==> config.mk <==
export PLATFORM = sky130hd
export DESIGN_NAME = muldiv_sequencer
export DESIGN_NICKNAME = d
export VERILOG_FILES = /design/src/rtl/muldiv_pkg.sv /design/src/rtl/muldiv_step.sv /design/src/rtl/muldiv_sequencer.sv
export SDC_FILE = /design/constraint.sdc
export NUM_CORES = 1
export LEC_CHECK = 0
export BUFFER_PORTS_ARGS = -buffer_cell sky130_fd_sc_hd__buf_4
export CAP_MARGIN = 40
export CORE_MARGIN = 3
export CORE_UTILIZATION = 55
export DETAILED_ROUTE_END_ITERATION = 8
export HOLD_SLACK_MARGIN = 0.03
export PLACE_DENSITY = 0.78
export SYNTH_ARGS = -nofsm -noshare
export SYNTH_HDL_FRONTEND = slang
export SYNTH_SLANG_ARGS = --single-unit
==> constraint.sdc <==
create_clock -name clk -period 3.4 [get_ports clk]
set_input_delay 0 -clock clk [delete_from_list [all_inputs] [get_ports clk]]
set_output_delay 0 -clock clk [all_outputs]
set_load 0.01 [all_outputs]
==> src/rtl/muldiv_pkg.sv <==
// Shared encodings for the multi-cycle MUL/MOD sequencer and the ALU decoder.
// Latency: n/a (types and constants only).
// Backpressure: n/a.
package muldiv_pkg;

    localparam logic [2:0] ALU_MUL = 3'b010;
    localparam logic [2:0] ALU_MOD = 3'b011;

    typedef enum logic [1:0] {
        IDLE = 2'd0,
        RUN  = 2'd1,
        DONE = 2'd2
    } state_t;

endpackage

==> src/rtl/muldiv_step.sv <==
// One iteration of shift-add multiply or restoring remainder.
// Latency: purely combinational.
// Backpressure: none; the sequencer decides when to register the outputs.
module muldiv_step #(
    parameter int WIDTH = 32
) (
    input  logic             is_mod,
    input  logic [WIDTH-1:0] acc,
    input  logic [WIDTH-1:0] sa,
    input  logic [WIDTH-1:0] sb,
    output logic [WIDTH-1:0] acc_nxt,
    output logic [WIDTH-1:0] sa_nxt,
    output logic [WIDTH-1:0] sb_nxt
);

    // The remainder stays below the divisor, so only the shifted trial value
    // needs the extra bit for the compare/subtract.
    logic [WIDTH:0] trial;
    logic [WIDTH:0] diff;

    assign trial = {acc, sa[WIDTH-1]};
    assign diff  = trial - {1'b0, sb};

    // Select multiply or remainder update; sa shifts left in both modes.
    always_comb begin
        acc_nxt = acc;
        sa_nxt  = sa << 1;
        sb_nxt  = sb;
        if (is_mod) begin
            if (trial >= {1'b0, sb}) begin
                acc_nxt = diff[WIDTH-1:0];
            end else begin
                acc_nxt = trial[WIDTH-1:0];
            end
        end else begin
            if (sb[0]) begin
                acc_nxt = acc + sa;
            end
            sb_nxt = sb >> 1;
        end
    end

endmodule

==> src/rtl/muldiv_sequencer.sv <==
// Multi-cycle MUL/MOD sequencer beside the single-cycle EX-stage ALU.
// Latency: done WIDTH+1 cycles after accept (1 cycle for MOD by zero).
// Backpressure: stall holds IF/ID/EX from the accept cycle through RUN.
module muldiv_sequencer
    import muldiv_pkg::*;
#(
    parameter int WIDTH = 32
) (
    input  logic             clk,
    input  logic             rst_n,
    input  logic             start,
    input  logic [2:0]       alu_ctrl,
    input  logic [WIDTH-1:0] op_a,
    input  logic [WIDTH-1:0] op_b,
    input  logic             flush,
    output logic             stall,
    output logic             busy,
    output logic             done,
    output logic [WIDTH-1:0] result,
    output logic             div_by_zero
);

    localparam int CW = $clog2(WIDTH);

    state_t           state;
    logic [CW-1:0]    cnt;
    logic             is_mod;
    logic [WIDTH-1:0] acc;
    logic [WIDTH-1:0] sa;
    logic [WIDTH-1:0] sb;
    logic [WIDTH-1:0] acc_nxt;
    logic [WIDTH-1:0] sa_nxt;
    logic [WIDTH-1:0] sb_nxt;
    logic             accept;
    logic             sel_op;

    assign sel_op = (alu_ctrl == ALU_MUL) || (alu_ctrl == ALU_MOD);
    // Gated by rst_n so every output reads 0 while reset is held.
    assign accept = rst_n && (state == IDLE) && start && !flush && sel_op;
    assign stall  = accept || (state == RUN);

    muldiv_step #(.WIDTH(WIDTH)) u_step (
        .is_mod  (is_mod),
        .acc     (acc),
        .sa      (sa),
        .sb      (sb),
        .acc_nxt (acc_nxt),
        .sa_nxt  (sa_nxt),
        .sb_nxt  (sb_nxt)
    );

    // Sequencer FSM with datapath registers and registered outputs.
    always_ff @(posedge clk or negedge rst_n) begin
        if (!rst_n) begin
            state       <= IDLE;
            cnt         <= '0;
            is_mod      <= 1'b0;
            acc         <= '0;
            sa          <= '0;
            sb          <= '0;
            busy        <= 1'b0;
            done        <= 1'b0;
            result      <= '0;
            div_by_zero <= 1'b0;
        end else begin
            case (state)
                IDLE: begin
                    done <= 1'b0;
                    if (accept) begin
                        is_mod <= (alu_ctrl == ALU_MOD);
                        sa     <= op_a;
                        sb     <= op_b;
                        acc    <= '0;
                        cnt    <= CW'(WIDTH - 1);
                        busy   <= 1'b1;
                        if ((alu_ctrl == ALU_MOD) && (op_b == '0)) begin
                            state       <= DONE;
                            done        <= 1'b1;
                            result      <= op_a;
                            div_by_zero <= 1'b1;
                        end else begin
                            state <= RUN;
                        end
                    end
                end
                RUN: begin
                    if (flush) begin
                        state <= IDLE;
                        busy  <= 1'b0;
                    end else begin
                        acc <= acc_nxt;
                        sa  <= sa_nxt;
                        sb  <= sb_nxt;
                        cnt <= cnt - CW'(1);
                        if (cnt == '0) begin
                            state       <= DONE;
                            done        <= 1'b1;
                            result      <= acc_nxt;
                            div_by_zero <= 1'b0;
                        end
                    end
                end
                DONE: begin
                    // Leave unconditionally so a start still held for the
                    // finishing instruction is never taken twice.
                    state <= IDLE;
                    busy  <= 1'b0;
                    done  <= 1'b0;
                end
                default: begin
                    state <= IDLE;
                    busy  <= 1'b0;
                    done  <= 1'b0;
                end
            endcase
        end
    end

endmodule

**Word-level counts from Yosys, hierarchy flattened**

Index checks and enable logic that the tools add are counted.

- $add $sub $neg: 3
- Order comparisons: 1
- Equality and inequality tests: 10
- Multiplexer cells: 39
- Reduce and logical (&&, ||, !) cells: 19

Operator list:

| operator | number |
|---|---|
| $mux W32 | 14 |
| $pmux W32 S2 | 4 |
| $ge A33 B32 Y1 | 1 |
| $add A32 B32 Y32 | 1 |
| $logic_not A32 Y1 | 1 |
| $sub A32 B32 Y32 | 1 |
| $mux W1 | 10 |
| $mux W5 | 2 |
| $pmux W5 S2 | 1 |
| $mux W2 | 4 |
| $ne A2 B2 Y1 const B | 4 |
| $reduce_and A2 Y1 | 4 |
| $eq A3 B2 Y1 const B | 2 |
| $pmux W1 S2 | 3 |
| $logic_and A1 B1 Y1 | 5 |
| $logic_not A5 Y1 | 1 |
| $reduce_and A5 Y1 | 1 |
| $sub A5 B1 Y5 const B | 1 |
| $ne A2 B1 Y1 const B | 2 |
| $pmux W2 S2 | 1 |
| $reduce_and A4 Y1 | 1 |
| $ne A3 B2 Y1 const B | 1 |
| $reduce_and A3 Y1 | 1 |
| $eq A2 B1 Y1 const B | 1 |
| other kinds (4) | 5 |

- Register bits after elaboration: 139
- Input bits: 71
- Output and inout port bits: 36
- Word-level logic and storage cells: 82

**Longest topological paths before layout**

- Depth after elaboration: 7
- Mapped depth: 13

**By module**

From an unflattened synthesis, not the netlist that was laid out.

- Cells, all modules: 1446
- Area, all modules: 11294.6 um^2

Modules (own cells, without submodules):

| module | times used | cells each | area an instance (um^2) |
|---|---|---|---|
| muldiv_sequencer | 1 | 662 | 6227.2 |
| muldiv_step | 1 | 784 | 5067.4 |

**Least setup slack after synthesis**

No wires, ideal clock.

- Kind: register to register
- From: register acc[0]
- To: register result[28]
- Setup time: 0.076 ns
- Data arrival time: 2.829 ns
- Data required time: 3.324 ns
- Slack: 0.495 ns
- Stages on the path, launching flop included: 12
- Buffers on the path: 0
- Period minus slack after synthesis: 2.905 ns
- Cells stage by stage: dfrtp_1 ha_1 fa_1 a21o_1 nand3_1 a21oi_1 o41a_1 o21a_1 o21a_1 o211a_1 a221o_1 o21ai_1

- Cells in the longest elaborated chain, start to end: 6
- Elaborated cells between the ends (all ways): 9

Ends and longest elaborated chain:

| what | line | source |
|---|---|---|
| start: declaration | muldiv_sequencer.sv:28 | `logic [WIDTH-1:0] acc;` |
| start signal: assignment | muldiv_sequencer.sv:91 | `acc <= acc_nxt;` |
| $add A32 B32 Y32, or another cell as far along | muldiv_step.sv:37 | `acc_nxt = acc + sa;` |
| $mux W32, on equally long branches | muldiv_step.sv:36, muldiv_step.sv:30 |  |
| $mux W32 * | muldiv_step.sv:29 | `if (is_mod) begin` |
| $mux W32 * | muldiv_sequencer.sv:95 | `if (cnt == '0) begin` |
| $mux W32 * | muldiv_sequencer.sv:87 | `if (flush) begin` |
| $pmux W32 S2 * | muldiv_sequencer.sv:66 | `case (state)` |
| end signal: assignment | muldiv_sequencer.sv:79 | `result <= op_a;` |
| end signal: assignment | muldiv_sequencer.sv:98 | `result <= acc_nxt;` |
| end: declaration | muldiv_sequencer.sv:19 | `output logic [WIDTH-1:0] result,` |

Mark *: on every way between the ends. The rest lies on a longest branch, timed or not. The select of a mux whose other input is x is not followed.
A chain may end at the register's enable or synchronous reset.

**Final worst setup path**

- From: register acc[5]
- To: register result[30]

Same word-level chain as after synthesis.

==> results.tsv <==
stage	metric	value	unit
synth	Seq/Total Area, Yosys	0.321	
global_route	gr usage total	0.331	
floorplanning	row count	50	
global_route	global-route wire length before repair	57000	um
floorplanning	die width	146	um
synth	share of the synthesized area in the top cell type	0.321	
critical_path	Max stage delay cell, worst path	dfrtp_1	
final_layout	fin nets	1686	
critical_path	crit path cell chain	ha_1 -> and2_4 -> a221oi_2 -> buf_4 -> a2111o_1 -> nand2_1 -> o221ai_1 -> a21oi_1 -> mux2_2 -> a211oi_1 -> o22a_1	
cts	clock tree buffer depth	2	
drt	Initial DRT Pass Iterations	8	
synth	top post-synthesis cells by count	nand2_1, dfrtp_1, nor2_1	
cts	CTS clk-pin slew, worst paths	0.07	ns
critical_path	cell count of the worst reg-to-reg path	11	
critical_path	CP endpoint kind	flip-flop	
critical_path	Crit Reg-Reg Endpoint	result[30]$_DFFE_PN0P_	
critical_path	startpoint types	flip-flop	
timing	worst clock skew	0.0125	ns
timing	setup ws final	0.213	ns
timing	setup TNS	0	ns
floorplanning	top-level I/O count	107	
power	Power Dens Cells	1090	mW/mm^2
synth	leading area contributor after synthesis	dfrtp_1	
drt	Vias/cell	6.32	
floorplanning	placeable core region	0.0190	sq mm
cts	H-tree Lvls	4	
min_path	Worst Hold Path EP	busy$_DFFE_PN0P_	
critical_path	CP peak stage delay	0.44	ns
placement	Port Buf Inserts	106	
synth	EDFF count, synth	0	
min_path	Min-Delay Path Class	in2reg	
cts	CTS buffer count	17	
synth	Synth Area in Simple Gates	0.224	
job	max-cap viol count	0	
critical_path	r2r startpoint	acc[5]$_DFFE_PN0P_	
critical_path	flop-to-flop setup slack	0.21	ns
placement	Final HPWL DP	25600	um
cts	setup repair bufs after CTS	0	
critical_path	Worst EP required	3.77	ns
floorplanning	die area	0.0214	sq mm
critical_path	critical path class	reg2reg	
cts	Root Driver	clkbuf_16	
cts	clk sinks	139	
synth	Post-Synth XOR/XNOR Area	0.0363	
synth	largest family of logic cells by synthesized area	compound AO/OA/AOI/OAI gates	
placement	GP Congestion	0.990	
min_path	launch point of the worst hold path	start	
timing	minimum clock period	3.19	ns
synth	Syn Std Cell Area	0.0108	sq mm
placement	pre-CTS setup slack	0.244	ns
synth	most common cell in the synthesized netlist	nand2_1	
floorplanning	Initial Utilization	0.570	
critical_path	CP startpoint	acc[5]$_DFFE_PN0P_	
timing	RSZ-0062 raised after global routing	no	
timing	Fmax achieved	314	MHz
final_layout	Antenna Diode Count	0	
critical_path	CP delay by family, top	compound AO/OA/AOI/OAI gates	
cts	Clk Latency, worst-skew pair	0.43	ns
timing	Worst Max-Slew Pin Slew	0.789	ns
power	Max rail drop VDD	0.506	mV
floorplanning	die height	146	um
synth	Post-Syn Nets	1546	
synth	synth unique cells	82	
synth	Synth Area in Adders	0.0787	
timing	Fin. Hold Viols	0	
global_route	vias in the first global route	10750	
drt	Via Count	11501	
synth	Synth Warn #	0	
drt	post-route antenna net violation count	0	
timing	slew margin rel.	0.474	
power	P_leak	6.23	nW
synth	mean area per synthesized cell	7.70	sq um
min_path	hold depth	4	
timing	Final period util	0.937	
synth	mux cell area share after synthesis	0.0221	
run_status	status	finished clean	
drt	average routed wire per standard cell	19.9	um
final_layout	synthesis-to-layout area growth	22.3	%
timing	Final Max Tran Viols	0	
global_route	initial antenna violation count	0	
global_route	largest net degree at the start of global routing	64	
critical_path	crit path buf inv count	1	
synth	Most used DFF post-synth	dfrtp_1	
synth	top cells by area, synth	dfrtp_1, nand2_1, ha_1	
synth	synthesized instance count	1408	
synth	ys async rst share	1.00	
critical_path	critical path arrival	3.56	ns
drt	DRC	0	
final_layout	Fill cells	1552	
global_route	GRT overflow	0	
final_layout	share of layout cells above drive strength 1	0.133	
synth	complex-gate fraction of the synthesized area	0.265	
critical_path	Critical Path Fanout Max	6	
synth	Yosys reg bits	139	
drt	DR iter-0 viols	1214	
timing	Finish-stage setup viols	0	
cts	TritonCTS clock tree	built	
drt	WL final	36300	um
## cell type report
cell class / instances / area [sq um] / area share
multi-input cells: 1122 / 6830 / 0.515
flip-flops and latches: 139 / 3480 / 0.262
repair buffers: 210 / 1770 / 0.134
clock buffers: 18 / 439 / 0.0331
well taps: 260 / 325 / 0.0245
inverters: 58 / 218 / 0.0164
clock inverters: 14 / 205 / 0.0155
## kinds of logic after synthesis
family	count (synthesis)
muxes	23
AOI/OAI and AO/OA	441
DFF	139
and+or+nand+nor	546
adders and majority gates	67
buffers and inverters	147
xor gates and xnor gates	45
## cell usage in the layout, fill, tap and decap left out, types with 9 or more instances in the layout
cell type and instances:
xnor2_1 35, ha_1 65, o21ai_0 67, a211oi_1 26, nand2_1 261, or3_1 9
inv_1 58, dfrtp_1 138, a31oi_1 75, nor3_1 18, nor2b_1 11, and3_1 20
o31ai_1 10, buf_4 138, nand4_1 11, a21oi_1 113, nor4_1 11, dlygate4sd3_1 69
o21a_1 9, nand3_1 48, mux2i_1 15, o211ai_1 18, clkbuf_16 17, o21ai_1 17
nor2_1 118, a21o_1 27, xor2_1 10
## state kept, by name (all words and copies together), names as in the netlist
signal / cells
acc: 32
result: 32
sa: 32
sb: 32
cnt: 5
state: 2
busy: 1
div_by_zero: 1
done: 1
is_mod: 1
## worst max-delay path by stage
stage / endpoint / slack, ns / depth (start not counted)
2_1_floorplan: result[28]$_DFFE_PN0P_ / 0.49 / 11
3_3_place_gp: result[16]$_DFFE_PN0P_ / 0.25 / 12
3_5_place_dp: result[28]$_DFFE_PN0P_ / 0.24 / 11
5_1_grt: acc[6]$_DFFE_PN0P_ / 0.03 / 11
4_1_cts: acc[28]$_DFFE_PN0P_ / 0.19 / 11
6_report: result[30]$_DFFE_PN0P_ / 0.21 / 11
## routing by layer
layer	routed length (um)	share of wire	GRT usage
met1	15400	0.43	0.447
met2	16200	0.45	0.518
met4	1150	0.032	0.120
met5	0	0	0
met3	3520	0.097	0.0822
## stage by stage
step / cell area, sq um / hold slack (ns) / power (W) / cells / utilization
floorplan: 10800 / -0.296 / 0.00936 / 1408 / -
global placement: 11900 / -0.0966 / 0.0118 / 1719 / 0.627
detailed placement: 11900 / -0.0959 / 0.0119 / 1720 / 0.627
CTS: 13300 / 0.108 / 0.0142 / 1821 / 0.698
global route: 13300 / 0.152 / 0.0154 / 1821 / 0.698
finish: 13300 / 0.130 / 0.0144 / 1821 / 0.698
## power breakdown
group / leakage (nW) / switching [W] / internal, W
Sequential: 1.74 / 0.000817 / 0.00238
Combinational: 4.18 / 0.00553 / 0.00362
Clock: 0.309 / 0.000792 / 0.00126
## worst reg2reg max path, cell delays in order (launching register included)
cell and delay (ns):
dfrtp_1 0.44, ha_1 0.43, and2_4 0.21, a221oi_2 0.07, buf_4 0.16, a2111o_1 0.38
nand2_1 0.15, o221ai_1 0.25, a21oi_1 0.26, mux2_2 0.37, a211oi_1 0.22, o22a_1 0.17
## repair_timing
action,in CTS,in global routing
hold buffers,69,0
endpoints found under the setup margin,0,3
hold endpoints to repair,151,0
gates resized for setup,0,2
Power figures use the tool's default switching activity.
